--- src/rtl/if_id_buffer_if.sv ---
// ----------------------------------------------------------------------------
// if_id_buffer_if
//   Bundle of the fetch-side and decode-side handshake signals of the IF/ID
//   instruction buffer.
//
//   Fetch side : flush, in_valid, in_pc, in_pc4, in_inst  ->  buffer
//                in_ready                                 <-  buffer
//   Decode side: out_ready                                ->  buffer
//                out_valid, out_pc, out_pc4, out_inst     <-  buffer
//   Status     : count (occupied entries)                 <-  buffer
//
//   Modports:
//     slave  - the buffer itself
//     master - the surrounding pipeline (fetch + decode), or a testbench
// ----------------------------------------------------------------------------
interface if_id_buffer_if #(
    parameter int XLEN  = 32,
    parameter int DEPTH = 2
) ();
    localparam int CW = $clog2(DEPTH + 1);

    logic            flush;
    logic            in_valid;
    logic [XLEN-1:0] in_pc;
    logic [XLEN-1:0] in_pc4;
    logic [XLEN-1:0] in_inst;
    logic            in_ready;
    logic            out_valid;
    logic [XLEN-1:0] out_pc;
    logic [XLEN-1:0] out_pc4;
    logic [XLEN-1:0] out_inst;
    logic            out_ready;
    logic [CW-1:0]   count;

    modport slave (
        input  flush, in_valid, in_pc, in_pc4, in_inst, out_ready,
        output in_ready, out_valid, out_pc, out_pc4, out_inst, count
    );

    modport master (
        output flush, in_valid, in_pc, in_pc4, in_inst, out_ready,
        input  in_ready, out_valid, out_pc, out_pc4, out_inst, count
    );
endinterface

--- src/rtl/if_id_buffer.sv ---
// ----------------------------------------------------------------------------
// if_id_buffer
//   Instruction buffer / pipeline register between fetch and decode.
//   A DEPTH-entry circular FIFO of {pc, pc4, inst} tuples with valid/ready
//   handshakes on both sides. A flush (taken branch) empties the buffer and
//   drops the tuple offered in the same cycle. When empty, decode sees
//   out_valid=0 and NOP_INST.
//
//   Ports:
//     clk   - system clock, rising edge
//     reset - asynchronous, active-low reset
//     bus   - if_id_buffer_if.slave: fetch/decode handshake and count
// ----------------------------------------------------------------------------
module if_id_buffer #(
    parameter int              XLEN     = 32,
    parameter int              DEPTH    = 2,
    parameter logic [XLEN-1:0] NOP_INST = 32'h0000_0013
) (
    input logic          clk,
    input logic          reset,
    if_id_buffer_if.slave bus
);
    localparam int PW = $clog2(DEPTH);
    localparam int CW = $clog2(DEPTH + 1);
    localparam logic [CW-1:0] FULL_COUNT = CW'(DEPTH);

    typedef struct packed {
        logic [XLEN-1:0] pc;
        logic [XLEN-1:0] pc4;
        logic [XLEN-1:0] inst;
    } entry_t;

    entry_t          mem [DEPTH];
    logic [PW-1:0]   wr_ptr;
    logic [PW-1:0]   rd_ptr;
    logic [CW-1:0]   cnt;
    logic            push;
    logic            pop;

    // Handshakes only depend on registered count, never on out_ready, so
    // a pop at full does not open in_ready until the next cycle.
    assign push = bus.in_valid  && bus.in_ready  && !bus.flush;
    assign pop  = bus.out_valid && bus.out_ready && !bus.flush;

    always_ff @(posedge clk or negedge reset) begin
        if (!reset) begin
            wr_ptr <= '0;
            rd_ptr <= '0;
            cnt    <= '0;
            // NOTE: entries are reset only so out_pc/out_pc4 read as zero
            // straight out of reset; the FIFO logic never relies on it.
            for (int i = 0; i < DEPTH; i++) begin
                mem[i] <= '0;
            end
        end else if (bus.flush) begin
            wr_ptr <= '0;
            rd_ptr <= '0;
            cnt    <= '0;
        end else begin
            // NOTE: all state updates are non-blocking so every read in this
            // block sees the pre-edge values of pointers and count.
            if (push) begin
                mem[wr_ptr] <= '{pc: bus.in_pc, pc4: bus.in_pc4, inst: bus.in_inst};
                wr_ptr      <= wr_ptr + PW'(1);
            end
            if (pop) begin
                rd_ptr <= rd_ptr + PW'(1);
            end
            case ({push, pop})
                2'b10:   cnt <= cnt + CW'(1);
                2'b01:   cnt <= cnt - CW'(1);
                default: cnt <= cnt;
            endcase
        end
    end

    assign bus.in_ready  = (cnt != FULL_COUNT);
    assign bus.out_valid = (cnt != '0);
    assign bus.out_pc    = mem[rd_ptr].pc;
    assign bus.out_pc4   = mem[rd_ptr].pc4;
    assign bus.out_inst  = bus.out_valid ? mem[rd_ptr].inst : NOP_INST;
    assign bus.count     = cnt;

endmodule

--- src/flat_wrapper.sv ---
// flat-port wrapper written by rule: the top's interface ports become plain ports
module if_id_buffer_flat 
#(
    parameter int              XLEN     = 32,
    parameter int              DEPTH    = 2,
    parameter logic [XLEN-1:0] NOP_INST = 32'h0000_0013
)
  (clk, reset, bus_flush, bus_in_valid, bus_in_pc, bus_in_pc4, bus_in_inst, bus_out_ready, bus_in_ready, bus_out_valid, bus_out_pc, bus_out_pc4, bus_out_inst, bus_count);
  if_id_buffer_if #(.XLEN(XLEN), .DEPTH(DEPTH)) bus_i ();
  input logic clk;
  input logic reset;
  input wire logic [$bits(bus_i.flush)-1:0] bus_flush;
  input wire logic [$bits(bus_i.in_valid)-1:0] bus_in_valid;
  input wire logic [$bits(bus_i.in_pc)-1:0] bus_in_pc;
  input wire logic [$bits(bus_i.in_pc4)-1:0] bus_in_pc4;
  input wire logic [$bits(bus_i.in_inst)-1:0] bus_in_inst;
  input wire logic [$bits(bus_i.out_ready)-1:0] bus_out_ready;
  output wire logic [$bits(bus_i.in_ready)-1:0] bus_in_ready;
  output wire logic [$bits(bus_i.out_valid)-1:0] bus_out_valid;
  output wire logic [$bits(bus_i.out_pc)-1:0] bus_out_pc;
  output wire logic [$bits(bus_i.out_pc4)-1:0] bus_out_pc4;
  output wire logic [$bits(bus_i.out_inst)-1:0] bus_out_inst;
  output wire logic [$bits(bus_i.count)-1:0] bus_count;
  assign bus_i.flush = bus_flush;
  assign bus_i.in_valid = bus_in_valid;
  assign bus_i.in_pc = bus_in_pc;
  assign bus_i.in_pc4 = bus_in_pc4;
  assign bus_i.in_inst = bus_in_inst;
  assign bus_i.out_ready = bus_out_ready;
  assign bus_in_ready = bus_i.in_ready;
  assign bus_out_valid = bus_i.out_valid;
  assign bus_out_pc = bus_i.out_pc;
  assign bus_out_pc4 = bus_i.out_pc4;
  assign bus_out_inst = bus_i.out_inst;
  assign bus_count = bus_i.count;
  if_id_buffer #(.XLEN(XLEN), .DEPTH(DEPTH), .NOP_INST(NOP_INST)) u_core (.clk(clk), .reset(reset), .bus(bus_i));
endmodule
--- config.mk ---
export PLATFORM = sky130hd
export DESIGN_NAME = if_id_buffer_flat
export DESIGN_NICKNAME = d
export VERILOG_FILES = /design/src/rtl/if_id_buffer_if.sv /design/src/rtl/if_id_buffer.sv /design/src/flat_wrapper.sv
export SDC_FILE = /design/constraint.sdc
export NUM_CORES = 1
export LEC_CHECK = 0
export CELL_PAD_IN_SITES_DETAIL_PLACEMENT = 0
export CELL_PAD_IN_SITES_GLOBAL_PLACEMENT = 1
export CORE_AREA = 3 3 149 151
export DETAILED_ROUTE_END_ITERATION = 8
export DIE_AREA = 0 0 152 154
export PLACE_DENSITY_LB_ADDON = 0.1
export SYNTH_ARGS = -nofsm -noshare
export SYNTH_HDL_FRONTEND = slang
export SYNTH_SLANG_ARGS = --single-unit
--- constraint.sdc ---
create_clock -name clk -period 2.6 [get_ports clk]
set_clock_uncertainty 0.15 [all_clocks]
set_input_delay 0.52 -clock clk [delete_from_list [all_inputs] [get_ports clk]]
set_output_delay 0.52 -clock clk [all_outputs]
set_load 0.03 [all_outputs]
==> results.sh <==
export IMPL_internal_power_w=0.00644
export IMPL_ys_flop_type="dfrtp_1"
export IMPL_drc=0
export IMPL_ff2ff_setup_slack_ps=450
export IMPL_max_cap_viol_count=0
export IMPL_grt_max_degree=67
export IMPL_dpl_cell_area_sq_um=10900
export IMPL_hold_class="reg -> reg"
export IMPL_combPwrFrac=0.283
export IMPL_instances_no_fill=1061
export IMPL_worstSetupPathType="reg -> out"
export IMPL_rr_worst_depth=5
export IMPL_reg2reg_to="u_core.mem[71]"
export IMPL_synth_edf_count=0
export IMPL_syn_nets=673
export IMPL_final_area_sq_um=11200
export IMPL_globalplace_congestion=0.738
export IMPL_drtAntennaViolNets=0
export IMPL_drtIter0Drc=145
export IMPL_yosysMostFrequentCell="mux2_2"
export IMPL_max_clock_freq_mhz=384
export IMPL_fin_crit_ps=2600
export IMPL_antenna_found_initial=0
export IMPL_report_final_slew_viol_count=0
export IMPL_max_stage_delay_ps=500
export IMPL_ys_seq_area_frac=0.574
export IMPL_critPathCaptureType="output port"
export IMPL_r2r_start="u_core.bus.count[1]"
export IMPL_grt_pass1_vias=6010
export IMPL_clk_latency_ps=420
export IMPL_timing_slew_headroom=0.632
export IMPL_violations="setup timing"
export IMPL_regArea_sq_um=4910
export IMPL_p_leak_nw=4.84
export IMPL_core_sq_um=21000
export IMPL_synth_commonest_cells="mux2_2, dfrtp_1, mux2_1"
export IMPL_path_cells="buf_16 > mux2_2 > dlygate4sd2_1"
export IMPL_post_synth_top_area_cell="dfrtp_1"
export IMPL_drive_gt1_frac=0.438
export IMPL_rsz0062_at_grt="true"
export IMPL_placed_cells=1027
export IMPL_tightest_slew_ps=552
export IMPL_via_count=5314
export IMPL_multiInputGateArea_sq_um=3460
export IMPL_worstHoldStart="u_core.mem[103]"
export IMPL_critPathSlowestCell="dfrtp_4"
export IMPL_clock_sinks=196
export IMPL_crit_family="buffers and inverters"
export IMPL_syn_instance_count=572
export IMPL_cts_buffer_depth=2
export IMPL_ios=201
export IMPL_grtUsageTotal=0.171
export IMPL_num_rows=53
export IMPL_syn2layout_area_growth_pct=31.1
export IMPL_clkPwrFrac=0.274
export IMPL_overflow=0
export IMPL_cts_root_buf="clkbuf_16"
export IMPL_wl_microns=19400
export IMPL_cp_data_required_time_ps=1930
export IMPL_numCtsBuffers=17
export IMPL_crit_fanout=35
export IMPL_via_per_inst=5.01
export IMPL_async_flop_share=1.00
export IMPL_fin_tns_setup_ps=-3.24
export IMPL_period_share=1.00
export IMPL_vdd_drop_max_v=0.000483
export IMPL_timing_critical_path_buf_inv=2
export IMPL_synth_top_cells_by_area="dfrtp_1, mux2_2, mux2_1"
export IMPL_start_util=0.408
export IMPL_power_density_nw_per_um2=838
export IMPL_fp_dieW_microns=152
export IMPL_p_switching_w=0.00295
export IMPL_wl_per_cell_microns=18.3
export IMPL_p_seq_frac=0.443
export IMPL_syn_area_sq_um=8550
export IMPL_io_buffers=200
export IMPL_tritoncts="built"
export IMPL_htreeDepth=4
export IMPL_grt_pass1_wl_microns=32000
export IMPL_yosys_area_top_type_share=0.574
export IMPL_cts_setup_buffers=0
export IMPL_hold_violations=0
export IMPL_hpwl_microns=13000
export IMPL_syn_avg_cell_area_sq_um=14.9
export IMPL_first_pass_iters=4
export IMPL_hold_path_end="u_core.mem[103]"
export IMPL_whs_path_depth=1
export IMPL_switching_share=0.314
export IMPL_yosysWarningCount=0
export IMPL_die_area_sq_um=23400
export IMPL_status="finished, violations left"
export IMPL_final_nets=873
export IMPL_arrival_ps=1930
export IMPL_setup_ws_ps=-3.24
export IMPL_chipHeight_microns=154
export IMPL_clkSlewWorstSetupHoldPaths_ps=70
export IMPL_critPathLaunchType="flop"
export IMPL_synth_distinct_cells=23
export IMPL_fillCellCount=1804
export IMPL_hold_worst_slack_ps=335
export IMPL_synth_seq_cells=196
export IMPL_setup_viol=1
## metal layers
metal,vias up,share of wire,GRT usage
li1,2429,-,-
met1,2743,0.43,0.209
met2,127,0.50,0.290
met3,15,0.063,0.0616
met4,0,0.0086,0.0398
met5,-,0,0
## what timing repair did
| item | CTS | global route |
|---|---|---|
| setup endpoints to repair | 90 | 83 |
| endpoints found under the hold margin | 62 | 0 |
| hold buffers | 1 | 0 |
| gates resized for setup | 98 | 132 |
## how the worst max path moves through the flow
stage | from | depth (start not counted) | endpoint | slack, ps
6_report | u_core.rd_ptr | 3 | bus_out_pc[17] | -3
5_1_grt | u_core.rd_ptr | 3 | bus_out_pc[17] | -90
4_1_cts | u_core.rd_ptr | 3 | bus_out_pc[17] | -40
3_5_place_dp | bus_in_valid | 5 | u_core.mem[147] | 50
3_3_place_gp | bus_in_valid | 5 | u_core.mem[138] | 80
2_1_floorplan | u_core.rd_ptr | 5 | bus_out_inst[10] | 290
## cells in the final DEF (no fill, tap or decap), types with 3 or more instances in the layout
master,synthesis,routed
mux2_2,216,216
dfrtp_1,196,194
clkdlybuf4s50_1,0,101
clkbuf_2,0,65
mux2_1,40,40
mux2i_1,33,33
nor2_1,31,30
dlygate4sd2_1,0,20
clkbuf_16,0,17
buf_4,9,11
buf_12,0,9
clkinv_4,0,5
a21oi_1,4,4
nand2_1,3,3
inv_8,0,3
clkdlybuf4s15_1,0,3
## power groups by stage
stage | logic [W] | registers, W | clock network [W]
6_report | 0.00266 | 0.00416 | 0.00258
5_1_grt | 0.00286 | 0.00425 | 0.00280
4_1_cts | 0.00277 | 0.00415 | 0.00267
3_5_place_dp | 0.00297 | 0.00421 | 0
3_3_place_gp | 0.00290 | 0.00415 | 0
2_1_floorplan | 0.00190 | 0.00409 | 0
## metrics by stage
step	util	setup WS [ps]	power [W]
floorplan	-	290	0.00599
global placement	0.522	82.9	0.00705
global route	0.535	-85.2	0.00992
CTS	0.546	-41.1	0.00959
finish	0.535	-3.24	0.00939
detailed placement	0.522	47.9	0.00718
## kinds of logic after synthesis
| family | Yosys count | share of synthesized area |
|---|---|---|
| and+or+nand+nor | 41 | 0.0217 |
| DFF | 196 | 0.574 |
| muxes | 289 | 0.376 |
| xor gates and xnor gates | 1 | 0.00102 |
| AOI/OAI and AO/OA | 8 | 0.00527 |
| buffers and inverters | 37 | 0.0223 |
## final cells by class
| cell class | count | area share |
|---|---|---|
| timing repair buffer | 215 | 0.169 |
| clock buffer | 18 | 0.0392 |
| inverter | 3 | 0.00100 |
| multi-input combinational | 339 | 0.309 |
| clock inverter | 14 | 0.0130 |
| antenna | 1 | 0.000223 |
| sequential | 196 | 0.438 |
| tap | 275 | 0.0307 |
## state kept, by name, summed over array words and instances (netlist names)
register	cells
u_core.bus.count	2
u_core.rd_ptr	1
u_core.wr_ptr	1
u_core.mem	192
Power figures use the tool's default switching activity.
